--- config.mk ---
export PLATFORM = sky130hd
export DESIGN_NAME = sdram_arbiter
export DESIGN_NICKNAME = d
export VERILOG_FILES = /design/src/rtl/sdram_arb_pkg.sv /design/src/rtl/arb_owner_fifo.sv /design/src/rtl/sdram_arbiter.sv
export SDC_FILE = /design/constraint.sdc
export NUM_CORES = 1
export LEC_CHECK = 0
export BUFFER_PORTS_ARGS = -buffer_cell sky130_fd_sc_hd__buf_2
export CORE_MARGIN = 10
export CORE_UTILIZATION = 25
export CTS_BUF_LIST = sky130_fd_sc_hd__clkbuf_4
export DETAILED_ROUTE_END_ITERATION = 8
export GPL_TIMING_DRIVEN = 0
export PLACE_DENSITY = 0.49
export SETUP_SLACK_MARGIN = 0.4
export SYNTH_ARGS = -nofsm -noshare
export SYNTH_HDL_FRONTEND = slang
export SYNTH_SLANG_ARGS = --single-unit
--- constraint.sdc ---
create_clock -name clk -period 3.1 [get_ports clk]
set_input_delay 0.31 -clock clk [delete_from_list [all_inputs] [get_ports clk]]
set_output_delay 0.31 -clock clk [all_outputs]
set_load 0.01 [all_outputs]
--- src/rtl/sdram_arb_pkg.sv ---
// rtl/sdram_arb_pkg.sv - shared FSM states, owner tags and default parameters for sdram_arbiter
package sdram_arb_pkg;

    typedef enum logic [2:0] {
        IDLE     = 3'd0,
        VGA_RD   = 3'd1,
        CPU_RD   = 3'd2,
        CPU_WR   = 3'd3,
        CPU_WAIT = 3'd4
    } arb_state_t;

    localparam logic OWNER_VGA = 1'b0;
    localparam logic OWNER_CPU = 1'b1;

    localparam int DEF_ADDR_WIDTH      = 22;
    localparam int DEF_DATA_WIDTH      = 16;
    localparam int DEF_VGA_BURST       = 8;
    localparam int DEF_MAX_OUTSTANDING = 4;
    localparam int DEF_STARVE_LIMIT    = 4;

endpackage

--- src/rtl/arb_owner_fifo.sv ---
// rtl/arb_owner_fifo.sv - 1-bit owner tag FIFO recording who issued each outstanding read
module arb_owner_fifo #(
    parameter int DEPTH = 4
) (
    input  logic                   clk,
    input  logic                   reset,
    input  logic                   push,
    input  logic                   push_data,
    input  logic                   pop,
    output logic                   pop_data,
    output logic                   empty,
    output logic [$clog2(DEPTH):0] count
);
    localparam int AW = (DEPTH > 1) ? $clog2(DEPTH) : 1;
    localparam int CW = $clog2(DEPTH) + 1;

    logic [DEPTH-1:0] slots;
    logic [AW-1:0]    wr_ptr;
    logic [AW-1:0]    rd_ptr;
    logic             do_push;
    logic             do_pop;

    function automatic logic [AW-1:0] ptr_next(input logic [AW-1:0] p);
        return (p == AW'(DEPTH - 1)) ? '0 : p + 1'b1;
    endfunction

    assign empty    = (count == '0);
    assign do_pop   = pop && !empty;
    // A full FIFO still accepts a push when an entry retires in the same cycle.
    assign do_push  = push && ((count < CW'(DEPTH)) || do_pop);
    assign pop_data = slots[rd_ptr];

    always_ff @(posedge clk or negedge reset) begin
        if (!reset) begin
            slots  <= '0;
            wr_ptr <= '0;
            rd_ptr <= '0;
            count  <= '0;
        end else begin
            if (do_push) begin
                slots[wr_ptr] <= push_data;
                wr_ptr        <= ptr_next(wr_ptr);
            end
            if (do_pop) begin
                rd_ptr <= ptr_next(rd_ptr);
            end
            case ({do_push, do_pop})
                2'b10:   count <= count + 1'b1;
                2'b01:   count <= count - 1'b1;
                default: count <= count;
            endcase
        end
    end

endmodule

--- src/rtl/sdram_arbiter.sv ---
// rtl/sdram_arbiter.sv - VGA/CPU arbiter for one SDRAM controller port; SDRAM_ARB_STATS_EN adds grant/stall counters
module sdram_arbiter
    import sdram_arb_pkg::*;
#(
    parameter int ADDR_WIDTH      = DEF_ADDR_WIDTH,
    parameter int DATA_WIDTH      = DEF_DATA_WIDTH,
    parameter int VGA_BURST       = DEF_VGA_BURST,
    parameter int MAX_OUTSTANDING = DEF_MAX_OUTSTANDING,
    parameter int STARVE_LIMIT    = DEF_STARVE_LIMIT
) (
    input  logic                    clk,
    input  logic                    reset,
    input  logic                    vga_req,
    input  logic [ADDR_WIDTH-1:0]   vga_addr,
    output logic                    vga_ack,
    output logic [DATA_WIDTH-1:0]   vga_rdata,
    output logic                    vga_rvalid,
    input  logic                    cpu_req,
    input  logic                    cpu_we,
    input  logic [ADDR_WIDTH-1:0]   cpu_addr,
    input  logic [DATA_WIDTH-1:0]   cpu_wdata,
    input  logic [DATA_WIDTH/8-1:0] cpu_be,
    output logic                    cpu_ack,
    output logic [DATA_WIDTH-1:0]   cpu_rdata,
    output logic [ADDR_WIDTH-1:0]   mem_addr,
    output logic                    mem_rd,
    output logic                    mem_wr,
    output logic [DATA_WIDTH-1:0]   mem_wdata,
    output logic [DATA_WIDTH/8-1:0] mem_be,
    input  logic                    mem_waitrequest,
    input  logic [DATA_WIDTH-1:0]   mem_rdata,
    input  logic                    mem_rvalid,
    output logic                    rsp_err
`ifdef SDRAM_ARB_STATS_EN
    ,
    output logic [31:0]             stat_vga_grants,
    output logic [31:0]             stat_cpu_grants,
    output logic [31:0]             stat_stall_cycles
`endif
);
    localparam int CNT_W = $clog2(VGA_BURST) + 1;
    localparam int OW    = $clog2(MAX_OUTSTANDING) + 1;
    localparam int SW    = $clog2(STARVE_LIMIT + 1);

    arb_state_t             state;
    arb_state_t             next_state;
    logic                   cpu_req_eff;
    logic                   grant_vga;
    logic                   grant_cpu;
    logic                   pop;
    logic                   issue_ok;
    logic                   rd_fire;
    logic                   wr_fire;
    logic                   fifo_empty;
    logic                   fifo_owner;
    logic [OW-1:0]          outstanding;
    logic [ADDR_WIDTH-1:0]  lat_addr;
    logic [DATA_WIDTH-1:0]  lat_wdata;
    logic [DATA_WIDTH/8-1:0] lat_be;
    logic [CNT_W-1:0]       issue_cnt;
    logic [SW-1:0]          starve_cnt;

    // The CPU still holds cpu_req during its ack cycle; do not grant that finished request twice.
    assign cpu_req_eff = cpu_req && !cpu_ack;
    assign grant_cpu   = (state == IDLE) && cpu_req_eff &&
                         (!vga_req || (starve_cnt == SW'(STARVE_LIMIT)));
    assign grant_vga   = (state == IDLE) && vga_req && !grant_cpu;
    assign pop         = mem_rvalid && !fifo_empty;
    assign issue_ok    = (outstanding < OW'(MAX_OUTSTANDING)) || pop;
    assign rd_fire     = mem_rd && !mem_waitrequest;
    assign wr_fire     = mem_wr && !mem_waitrequest;

    arb_owner_fifo #(.DEPTH(MAX_OUTSTANDING)) u_owner_fifo (
        .clk       (clk),
        .reset     (reset),
        .push      (rd_fire),
        .push_data ((state == CPU_RD) ? OWNER_CPU : OWNER_VGA),
        .pop       (pop),
        .pop_data  (fifo_owner),
        .empty     (fifo_empty),
        .count     (outstanding)
    );

    always_ff @(posedge clk or negedge reset) begin
        if (!reset) state <= IDLE;
        else        state <= next_state;
    end

    always_comb begin
        next_state = state;
        case (state)
            IDLE: begin
                if (grant_cpu)      next_state = cpu_we ? CPU_WR : CPU_RD;
                else if (grant_vga) next_state = VGA_RD;
            end
            VGA_RD:   if (rd_fire && (issue_cnt == CNT_W'(VGA_BURST - 1))) next_state = IDLE;
            CPU_RD:   if (rd_fire) next_state = CPU_WAIT;
            CPU_WR:   if (wr_fire) next_state = IDLE;
            CPU_WAIT: if (pop && (fifo_owner == OWNER_CPU)) next_state = IDLE;
            default:  next_state = IDLE;
        endcase
    end

    always_comb begin
        mem_rd    = ((state == VGA_RD) || (state == CPU_RD)) && issue_ok;
        mem_wr    = (state == CPU_WR);
        mem_addr  = '0;
        mem_wdata = '0;
        mem_be    = '0;
        if (state == VGA_RD) begin
            mem_addr = lat_addr + ADDR_WIDTH'(issue_cnt);
        end else if ((state == CPU_RD) || (state == CPU_WR)) begin
            mem_addr = lat_addr;
        end
        if (state == CPU_WR) begin
            mem_wdata = lat_wdata;
            mem_be    = lat_be;
        end
    end

    always_ff @(posedge clk or negedge reset) begin
        if (!reset) begin
            vga_ack    <= 1'b0;
            vga_rvalid <= 1'b0;
            vga_rdata  <= '0;
            cpu_ack    <= 1'b0;
            cpu_rdata  <= '0;
            rsp_err    <= 1'b0;
            lat_addr   <= '0;
            lat_wdata  <= '0;
            lat_be     <= '0;
            issue_cnt  <= '0;
            starve_cnt <= '0;
        end else begin
            vga_ack <= grant_vga;
            if (grant_vga || grant_cpu) lat_addr <= grant_vga ? vga_addr : cpu_addr;
            if (grant_cpu) begin
                lat_wdata <= cpu_wdata;
                lat_be    <= cpu_be;
            end
            if (grant_vga)                       issue_cnt <= '0;
            else if ((state == VGA_RD) && rd_fire) issue_cnt <= issue_cnt + 1'b1;
            if (grant_cpu || !cpu_req) starve_cnt <= '0;
            else if (grant_vga)        starve_cnt <= starve_cnt + 1'b1;
            vga_rvalid <= pop && (fifo_owner == OWNER_VGA);
            if (pop && (fifo_owner == OWNER_VGA)) vga_rdata <= mem_rdata;
            cpu_ack <= wr_fire || (pop && (fifo_owner == OWNER_CPU));
            if (pop && (fifo_owner == OWNER_CPU)) cpu_rdata <= mem_rdata;
            if (mem_rvalid && fifo_empty) rsp_err <= 1'b1;
        end
    end

`ifdef SDRAM_ARB_STATS_EN
    always_ff @(posedge clk or negedge reset) begin
        if (!reset) begin
            stat_vga_grants   <= '0;
            stat_cpu_grants   <= '0;
            stat_stall_cycles <= '0;
        end else begin
            if (grant_vga) stat_vga_grants <= stat_vga_grants + 1'b1;
            if (grant_cpu) stat_cpu_grants <= stat_cpu_grants + 1'b1;
            if ((mem_rd || mem_wr) && mem_waitrequest) stat_stall_cycles <= stat_stall_cycles + 1'b1;
        end
    end
`endif

endmodule

==> results of run 1 <==
[power groups by stage]
stage / logic [mW] / clock network [mW] / registers, mW
4_1_cts: 2.57 / 0.917 / 2.10
6_report: 2.80 / 0.878 / 2.11
3_5_place_dp: 2.27 / 0 / 2.12
3_3_place_gp: 2.22 / 0 / 2.09
5_1_grt: 3.10 / 0.969 / 2.19
2_1_floorplan: 1.40 / 0 / 2.07
[state kept, by name (all words and copies together), names as in the netlist, 2 cells and up]
| register | flops |
|---|---|
| u_owner_fifo.count | 3 |
| lat_be | 2 |
| cpu_rdata | 16 |
| issue_cnt | 4 |
| u_owner_fifo.rd_ptr | 2 |
| starve_cnt | 3 |
| state | 3 |
| vga_rdata | 16 |
| u_owner_fifo.slots | 4 |
| u_owner_fifo.wr_ptr | 2 |
| lat_wdata | 16 |
| lat_addr | 22 |
[worst max-delay path by stage]
stage,startpoint,end,slack (ps),cells past startpoint
6_report,lat_addr[0]$_DFFE_PN0P_,mem_addr[4],330,8
5_1_grt,lat_addr[0]$_DFFE_PN0P_,mem_addr[20],200,9
4_1_cts,lat_addr[0]$_DFFE_PN0P_,mem_addr[4],300,8
3_5_place_dp,issue_cnt[0]$_DFFE_PN0P_,mem_addr[4],290,8
3_3_place_gp,issue_cnt[0]$_DFFE_PN0P_,mem_addr[4],330,8
2_1_floorplan,issue_cnt[0]$_DFFE_PN0P_,mem_addr[4],820,7
[cells by family (layout without fill, tap and decap cells)]
| family | count (synthesis) | count (layout) | share of synthesized area, % |
|---|---|---|---|
| flip-flops | 97 | 97 | 47.9 |
| XOR/XNOR | 9 | 9 | 1.55 |
| adder cells (fa/ha/maj) | 15 | 15 | 4.00 |
| buffers and inverters | 36 | 251 | 3.87 |
| AND/OR/NAND/NOR | 145 | 145 | 15.3 |
| AO/OA/AOI/OAI | 61 | 62 | 7.70 |
| multiplexers | 92 | 92 | 19.7 |
[worst min-delay path, cell delays in order]
cell     delay, ps
buf_2           70
nand2_1         30
o21ai_0         70
[area by class of cell]
class                      instances  area, sq um  area share (%)
buffer                            25          164            2.35
clock buffer                      10         75.1            1.08
tap                              270          338            4.85
timing repair buffer             199         1170            16.8
sequential                        97         2430            34.9
multi-input combinational        323         2630            37.7
inverter                          11         41.3           0.593
clock inverter                     6          115            1.65
[metrics by stage]
| step | setup slack [ps] | cell area (sq um) | instances |
|---|---|---|---|
| floorplan | 819 | 5070 | 455 |
| global placement | 333 | 6220 | 887 |
| detailed placement | 287 | 6250 | 888 |
| CTS | 303 | 6670 | 920 |
| global route | 204 | 6970 | 941 |
| finish | 334 | 6970 | 941 |
[cell usage in the layout (no fill, tap or decap), types with 4 or more instances in the layout]
| master | instances |
|---|---|
| o21ai_0 | 29 |
| and3_1 | 21 |
| dlygate4sd3_1 | 19 |
| nor2_1 | 15 |
| mux2_2 | 36 |
| a21o_1 | 5 |
| dfrtp_1 | 94 |
| mux2i_1 | 37 |
| nor2b_1 | 5 |
| nand2_1 | 55 |
| inv_1 | 11 |
| nand2b_1 | 4 |
| buf_4 | 18 |
| xnor2_1 | 6 |
| clkbuf_1 | 7 |
| clkbuf_4 | 10 |
| nand4_1 | 4 |
| mux2_1 | 18 |
| buf_2 | 166 |
| nor3_1 | 5 |
| buf_6 | 10 |
| ha_1 | 9 |
[metal layers]
layer,part of all wire [%],up-vias
met2,43,169
met3,12,16
met5,0.15,-
met4,1.3,4
met1,43,2034
li1,-,2044
[repair_timing]
action | CTS | global route
pin swaps | 4 | 10
gates cloned | 2 | 0
endpoints found under the setup margin | 18 | 20
endpoints found under the hold margin | 53 | 12
hold buffers | 7 | 12
resized for setup | 23 | 25
setup buffers | 7 | 9
==> flow_summary.ini, run 1 <==
[clock_tree]
clkLatencyLatePin_ps = 480
path_clk_slew_ps = 170
clockRootBuffer = clkbuf_4
cts_max_level = 3
cts_tree = yes
cts_max_path_buffers = 2
cts_buffers = 9
clkSinkCount = 97

[sta]
period_needed_ps = 2770
timing.fmax_mhz = 361
hold_violations = 0
setup_viol = 0
worst_pin_slew_ps = 666
fin_skew_ps = 17.3
drv_slew = 0
maxSlewHeadroom_pct = 55.6
hold-worst-slack_ps = 32.2
tns_ps = 0
rsz0062_at_grt = yes
period_share_pct = 89.2

[layout]
drive_gt1_share_pct = 42.2
nFillCells = 2048
final_nets = 766
finish.utilization_pct = 34.7
antennaDiodeCount = 0
areaGrowthSynthToFinish_pct = 37.4

[setup_path]
cpPeakStageDelay_ps = 450
required_ps = 2790
cp_max_fo = 5
cp.arrival_ps = 2460
crit_type = flop to primary output
crit_chain = ha_4 > fa_2 > a21o_1 > a21oi_4 > buf_6 > mux2i_1 > o21ai_1 > buf_2
reg2reg_from = state[1]$_DFFE_PN0P_
r2r_cells = 8
path_buf_inv = 2
r2r-end = u_owner_fifo.count[1]$_DFFE_PN0P_
cp_slowest_cell = dfrtp_1
r2r_setup_slack_ps = 850
crit_family = compound AO/OA/AOI/OAI gates
start_kind = flop
endpoint_kind = primary output

[power_and_ir_drop]
p_clk_share_pct = 15.2
switching_share_pct = 39.9
intPower_mw = 3.48
seqPwrFrac_pct = 36.5
peakVddDrop_v = 0.000312
p_sw_mw = 2.31
power_leakage_nw = 3.42
combPwrFrac_pct = 48.3
power.total_mw = 5.79
p_per_area_nw_per_um2 = 831

[route]
ant_nets = 0
drt_iter0_drc = 169
drc = 0
routed_via_density = 4.53
routed_wl_mm = 15.9
vias = 4267
firstDrtPassIters = 4
drt-wirelength-per-cell_microns = 16.9

[min_path]
hold_depth = 3
whs_endpoint = lat_addr[18]$_DFFE_PN0P_
min_from = cpu_addr[18]
hold_path_class = primary input to flop

[synth]
synth_ff_type = dfrtp_1
synth-edff-count = 0
yosysWarnings = 0
ys_top_cells_by_area = dfrtp_1 (48%), mux2_2 (8.0%), mux2i_1 (7.3%), nand2_1 (4.1%), mux2_1 (4.0%)
syn_inst = 455
synth_top_area_cell = dfrtp_1
synth_area_per_cell_sq_um = 11.1
synthTopCellsByCount = dfrtp_1 (97), nand2_1 (56), mux2i_1 (37)
synthDistinctLibCells = 52
yosysMostFrequentCell = dfrtp_1
netlist_area_sq_um = 5070
ys_seq_elements = 97
ys_seq_area_share_pct = 47.9
synth_top_area_share_pct = 47.9
ys_async_sr_fraction_pct = 100
syn_nets = 555

[global_route]
use_met1_pct = 14.6
use_met2_pct = 17.6
grt_pass1_vias = 4557
grt_max_degree = 51
grt-ovfl-total = 0
top_usage_layer = met2
grt_usage_pct = 11.9
antenna_found_initial = 3
met3_usage_pct = 6.95
grt_pass1_wl_mm = 25.3

[placed_design]
hpwl_mm = 12.1
port_buffers = 162
gp_congestion = 0.843

[die]
start_util_pct = 25.2
dieWidth_microns = 162
rows = 52
ios = 163
die_y_microns = 162
dieArea_sq_um = 26400
core-area_sq_um = 20100

[job]
drv_cap = 0

[status]
status = completed
Note: power is estimated with default switching activity, not from simulation.
==> run 2: changes to the inputs <==
- CORE_ASPECT_RATIO: not set -> 0.9
==> flow_summary.ini, run 2 (synthesis gave the netlist of run 1 again) <==
[power_and_ir_drop]
p_per_area_nw_per_um2 = 786
power_leakage_nw = 3.47
peakVddDrop_v = 0.000298

[layout]
largest_reg_flops = 22
final_cell_mix = buf_2 (165), dfrtp_1 (94), nand2_1 (55)
drive_gt1_share_pct = 39.7
areaGrowthSynthToFinish_pct = 40.0
final_nets = 785
finish.utilization_pct = 35.5
stdcell_area_sq_um = 7100
regMostFlops = lat_addr
final_common_cell = buf_2
nFillCells = 1970

[die]
die_y_microns = 155
ios = 163
dieWidth_microns = 170
dieArea_sq_um = 26400
start_util_pct = 25.4
rows = 49
core-area_sq_um = 20000

[route]
drt-wirelength-per-cell_microns = 17.1
vias = 4333
routed_via_density = 4.58
ant_nets = 0
drt_iter0_drc = 182
routed_wl_mm = 16.1
drc = 0
firstDrtPassIters = 4

[sta]
fin_skew_ps = 16.8
tns_ps = 0
maxSlewHeadroom_pct = 63.5
timing.fmax_mhz = 367
period_share_pct = 87.9
drv_slew = 0
setup_viol = 0
hold-worst-slack_ps = 55.9
hold_violations = 0
rsz0062_at_grt = yes
period_needed_ps = 2730
worst_pin_slew_ps = 547

[global_route]
top_usage_layer = met2
grt_usage_pct = 12.2
grt_max_degree = 71
grt_pass1_vias = 4697
antenna_found_initial = 1
use_met1_pct = 14.9
grt_pass1_wl_mm = 25.7
met3_usage_pct = 5.62
grt-ovfl-total = 0
use_met2_pct = 19.1

[setup_path]
endpoint_kind = primary output
cpPeakStageDelay_ps = 430
required_ps = 2790
cp.arrival_ps = 2420
r2r_cells = 8
start_kind = flop
crit_type = flop to primary output
crit_chain = ha_2 > fa_2 > a21o_1 > a21oi_4 > buf_6 > nand3b_1 > mux2i_1 > buf_2
cp_max_fo = 3
cp_slowest_cell = dfrtp_1

[clock_tree]
clkLatencyLatePin_ps = 480
clkSinkCount = 97
clockRootBuffer = clkbuf_4
cts_max_path_buffers = 2
cts_tree = yes
cts_max_level = 3
cts_buffers = 9
path_clk_slew_ps = 160

[min_path]
hold_path_class = primary input to flop
hold_depth = 3

[placed_design]
port_buffers = 162
dpl_cell_area_sq_um = 6230
hpwl_mm = 12.1
gp_congestion = 0.827

[job]
drv_cap = 0

[status]
status = completed
==> run 2: report_power, final <==
group	switching, mW	total (mW)	internal (mW)
combinational	1.44	2.72	1.29
clock	0.541	0.751	0.210
sequential	0.402	2.11	1.71
total	2.38	5.59	3.21
==> run 2: cell type report <==
type / instances / area [sq um] / share of cell area (%)
tap: 255 / 319 / 4.49
clock inverter: 7 / 96.3 / 1.36
multi-input combinational: 323 / 2600 / 36.6
antenna: 1 / 2.50 / 0.0352
sequential: 97 / 2430 / 34.2
timing repair buffer: 218 / 1380 / 19.4
inverter: 11 / 41.3 / 0.581
buffer: 25 / 165 / 2.33
clock buffer: 9 / 67.6 / 0.951
==> run 2: final timing paths <==
kind,from,end,slack (ps)
max,lat_addr[0]$_DFFE_PN0P_,mem_addr[14],370
max reg2reg,state[1]$_DFFE_PN0P_,u_owner_fifo.count[1]$_DFFE_PN0P_,840
max in group asynchronous,reset,u_owner_fifo.wr_ptr[0]$_DFFE_PN0P_,2130
min in group asynchronous,reset,lat_addr[15]$_DFFE_PN0P_,280
min,cpu_addr[0],lat_addr[0]$_DFFE_PN0P_,60
min reg2reg,rsp_err$_DFFE_PN0P_,rsp_err$_DFFE_PN0P_,480
==> run 2: repair_timing <==
item                                    4_1_cts  5_1_grt
endpoints found under the hold margin        78        2
pin swaps                                     3        6
hold buffers                                 44        2
endpoints found under the setup margin       18       21
buffers inserted                              7        1
resized for setup                            19       27
cloned                                        2        0
==> run 2: worst max-delay path: cells and delay by family, from the launching register on <==
kind	cells	cell delay (ps)
flip-flops	1	430
multiplexers	1	180
buffers and inverters	2	290
adder cells (fa/ha/maj)	2	560
AO/OA/AOI/OAI	2	380
AND/OR/NAND/NOR	1	120
==> run 2: per-layer routing <==
metal,vias to the layer above,share of wire [%],wire [microns]
li1,2092,-,-
met1,2090,44,7180
met2,141,45,7270
met3,10,9.6,1540
met4,0,0.90,146
met5,-,0,0
==> run 2: per-stage QoR <==
stage,instances,power [mW],worst slack [ps]
global placement,872,4.31,424
finish,946,5.59,375
CTS,942,5.49,320
global route,946,6.05,264
detailed placement,873,4.41,417
floorplan,455,3.47,819
==> run 3: changes to the inputs <==
- ABC_AREA: not set -> 1
- PLACE_DENSITY: 0.49 -> 0.5
- clock period: 3.1 -> 2.44 ns (I/O delays scaled with it)
==> flow_summary.ini, run 3 <==
[layout]
areaGrowthSynthToFinish_pct = 59.4
final_common_cell = nand2_1
final_cell_mix = nand2_1 (147), buf_2 (145), dfrtp_1 (89)
final_nets = 1035
antennaDiodeCount = 0
stdcell_count = 1226
multi_input_area_sq_um = 2710
regArea_sq_um = 2440
drive_gt1_share_pct = 38.8
regMostFlops = lat_addr
largest_reg_flops = 22
nFillCells = 2121

[synth]
synthDistinctLibCells = 41
yosysWarnings = 0
ys_top_cells_by_area = dfrtp_1 (46%), nand2_1 (11%), inv_1 (5.6%), nand3_1 (4.9%), nor2_1 (4.7%)
syn_inst = 640
synth-edff-count = 0
yosysMostFrequentCell = nand2_1
netlist_area_sq_um = 5280
synth_area_per_cell_sq_um = 8.25
synthTopCellsByCount = nand2_1 (156), dfrtp_1 (97), inv_1 (79)
synth_top_area_cell = dfrtp_1
syn_nets = 740
synth_ff_type = dfrtp_1
synth_top_area_share_pct = 46.0
ys_async_sr_fraction_pct = 100
ys_seq_area_share_pct = 46.0
ys_seq_elements = 97

[route]
routed_wl_mm = 19.0
routed-wl-met3_mm = 1.34
routed_via_density = 4.35
ant_nets = 0
drt-wirelength-per-cell_microns = 15.5
firstDrtPassIters = 4
top_layer = met4
vias = 5332
met2_length_mm = 9.11
wl_met1_mm = 8.39
drc = 0
drt_iter0_drc = 291

[setup_path]
cp.arrival_ps = 2160
r2r_setup_slack_ps = 240
endpoint_kind = primary output
r2r_cells = 12
cp_max_fo = 5
crit_type = flop to primary output
reg2reg_from = state[0]$_DFFE_PN0P_
start_kind = flop
required_ps = 2200
r2r-end = u_owner_fifo.count[1]$_DFFE_PN0P_

[sta]
period_needed_ps = 2400
drv_slew = 0
rsz0062_at_grt = yes
worst_pin_slew_ps = 472
period_share_pct = 98.4
fin_skew_ps = 17.7
tns_ps = 0
setup_viol = 0
timing.fmax_mhz = 416
maxSlewHeadroom_pct = 68.6
hold_violations = 0

[global_route]
grt_pass1_vias = 5588
grt-ovfl-total = 0
grt_pass1_wl_mm = 30.2
grt_max_degree = 66
grt_usage_pct = 13.6
antenna_found_initial = 0

[power_and_ir_drop]
peakVddDrop_v = 0.000541
power_leakage_nw = 4.08
p_per_area_nw_per_um2 = 1110

[job]
drv_cap = 0

[die]
ios = 163
dieWidth_microns = 173
start_util_pct = 25.4
rows = 50
core-area_sq_um = 20800
die_y_microns = 158
dieArea_sq_um = 27300

[clock_tree]
clkLatencyLatePin_ps = 490
cts_tree = yes
path_clk_slew_ps = 150
cts_buffers = 9
cts_max_path_buffers = 2
cts_max_level = 3
clockRootBuffer = clkbuf_4
clkSinkCount = 97

[min_path]
min_from = cpu_we
hold_depth = 5
hold_path_class = primary input to flop
whs_endpoint = state[0]$_DFFE_PN0P_

[placed_design]
hpwl_mm = 13.3
gp_congestion = 0.815
dp_cells = 1089
port_buffers = 162

[status]
status = completed
-- run 3: cell families after synthesis --
kind of cell               Yosys count  synth area share [%]
and+or+nand+nor                    310                  26.0
buffers and inverters              107                  9.50
AOI/OAI and AO/OA                  106                  13.9
DFF                                 97                  46.0
adders and majority gates           15                  3.84
xor gates and xnor gates             5                 0.830
-- run 3: power by group --
part,internal (mW),leakage (nW),switching (mW)
clock network,0.321,0.0721,0.635
registers,2.36,1.18,0.524
logic,2.42,2.84,3.08
-- run 3: timing repair --
item | 4_1_cts | 5_1_grt
setup buffers | 22 | 16
setup endpoints to repair | 43 | 48
endpoints found under the hold margin | 108 | 0
hold buffers | 82 | 0
cloned | 0 | 1
gates resized for setup | 73 | 102
pin swaps | 25 | 25
-- run 3: routing by layer --
layer / GRT usage [%] / up-vias
met5: 0 / -
met4: 2.50 / 0
met3: 5.00 / 13
met2: 22.7 / 149
met1: 16.7 / 2509
li1: - / 2661
-- run 3: stage by stage --
| stage | area (sq um) | utilization [%] | hold WS, ps | setup slack (ps) | total power, mW |
|---|---|---|---|---|---|
| floorplan | 5280 | - | -51.6 | 471 | 5.59 |
| global placement | 6450 | 31.0 | 449 | -72.3 | 7.09 |
| detailed placement | 6480 | 31.2 | 231 | 293 | 7.13 |
| CTS | 7880 | 37.9 | 103 | -23.0 | 8.81 |
| global route | 8420 | 40.5 | 114 | -124 | 10.2 |
| finish | 8420 | 40.5 | 143 | 38.4 | 9.34 |
-- run 3: layout make-up --
type / count / share of cell area [%]
Clock inverter: 7 / 0.922
Sequential cell: 97 / 29.0
Multi-Input combinational cell: 436 / 32.2
Clock buffer: 9 / 0.803
Inverter: 86 / 4.19
Tap cell: 286 / 4.25
Timing Repair Buffer: 284 / 26.0
Buffer: 21 / 2.62
-- run 3: worst max-delay path by stage --
stage / slack [ps] / to / start
floorplan: 470 / u_owner_fifo.count[2]$_DFFE_PN0P_ / state[0]$_DFFE_PN0P_
detailed placement: 290 / u_owner_fifo.count[2]$_DFFE_PN0P_ / state[1]$_DFFE_PN0P_
global placement: -70 / lat_addr[21]$_DFFE_PN0P_ / reset
finish: 40 / mem_addr[10] / lat_addr[0]$_DFFE_PN0P_
global route: -120 / mem_addr[10] / issue_cnt[0]$_DFFE_PN0P_
CTS: -20 / mem_addr[16] / lat_addr[0]$_DFFE_PN0P_
-- run 3: critical path, cell delays in order, from the launching register on --
cell	delay [ps]
dfrtp_2	470
ha_4	180
fa_2	350
nand3_2	90
nand2_4	80
nand3_4	110
inv_2	40
nand2_1	50
o21ai_1	50
nand2_1	80
inv_1	50
buf_6	120
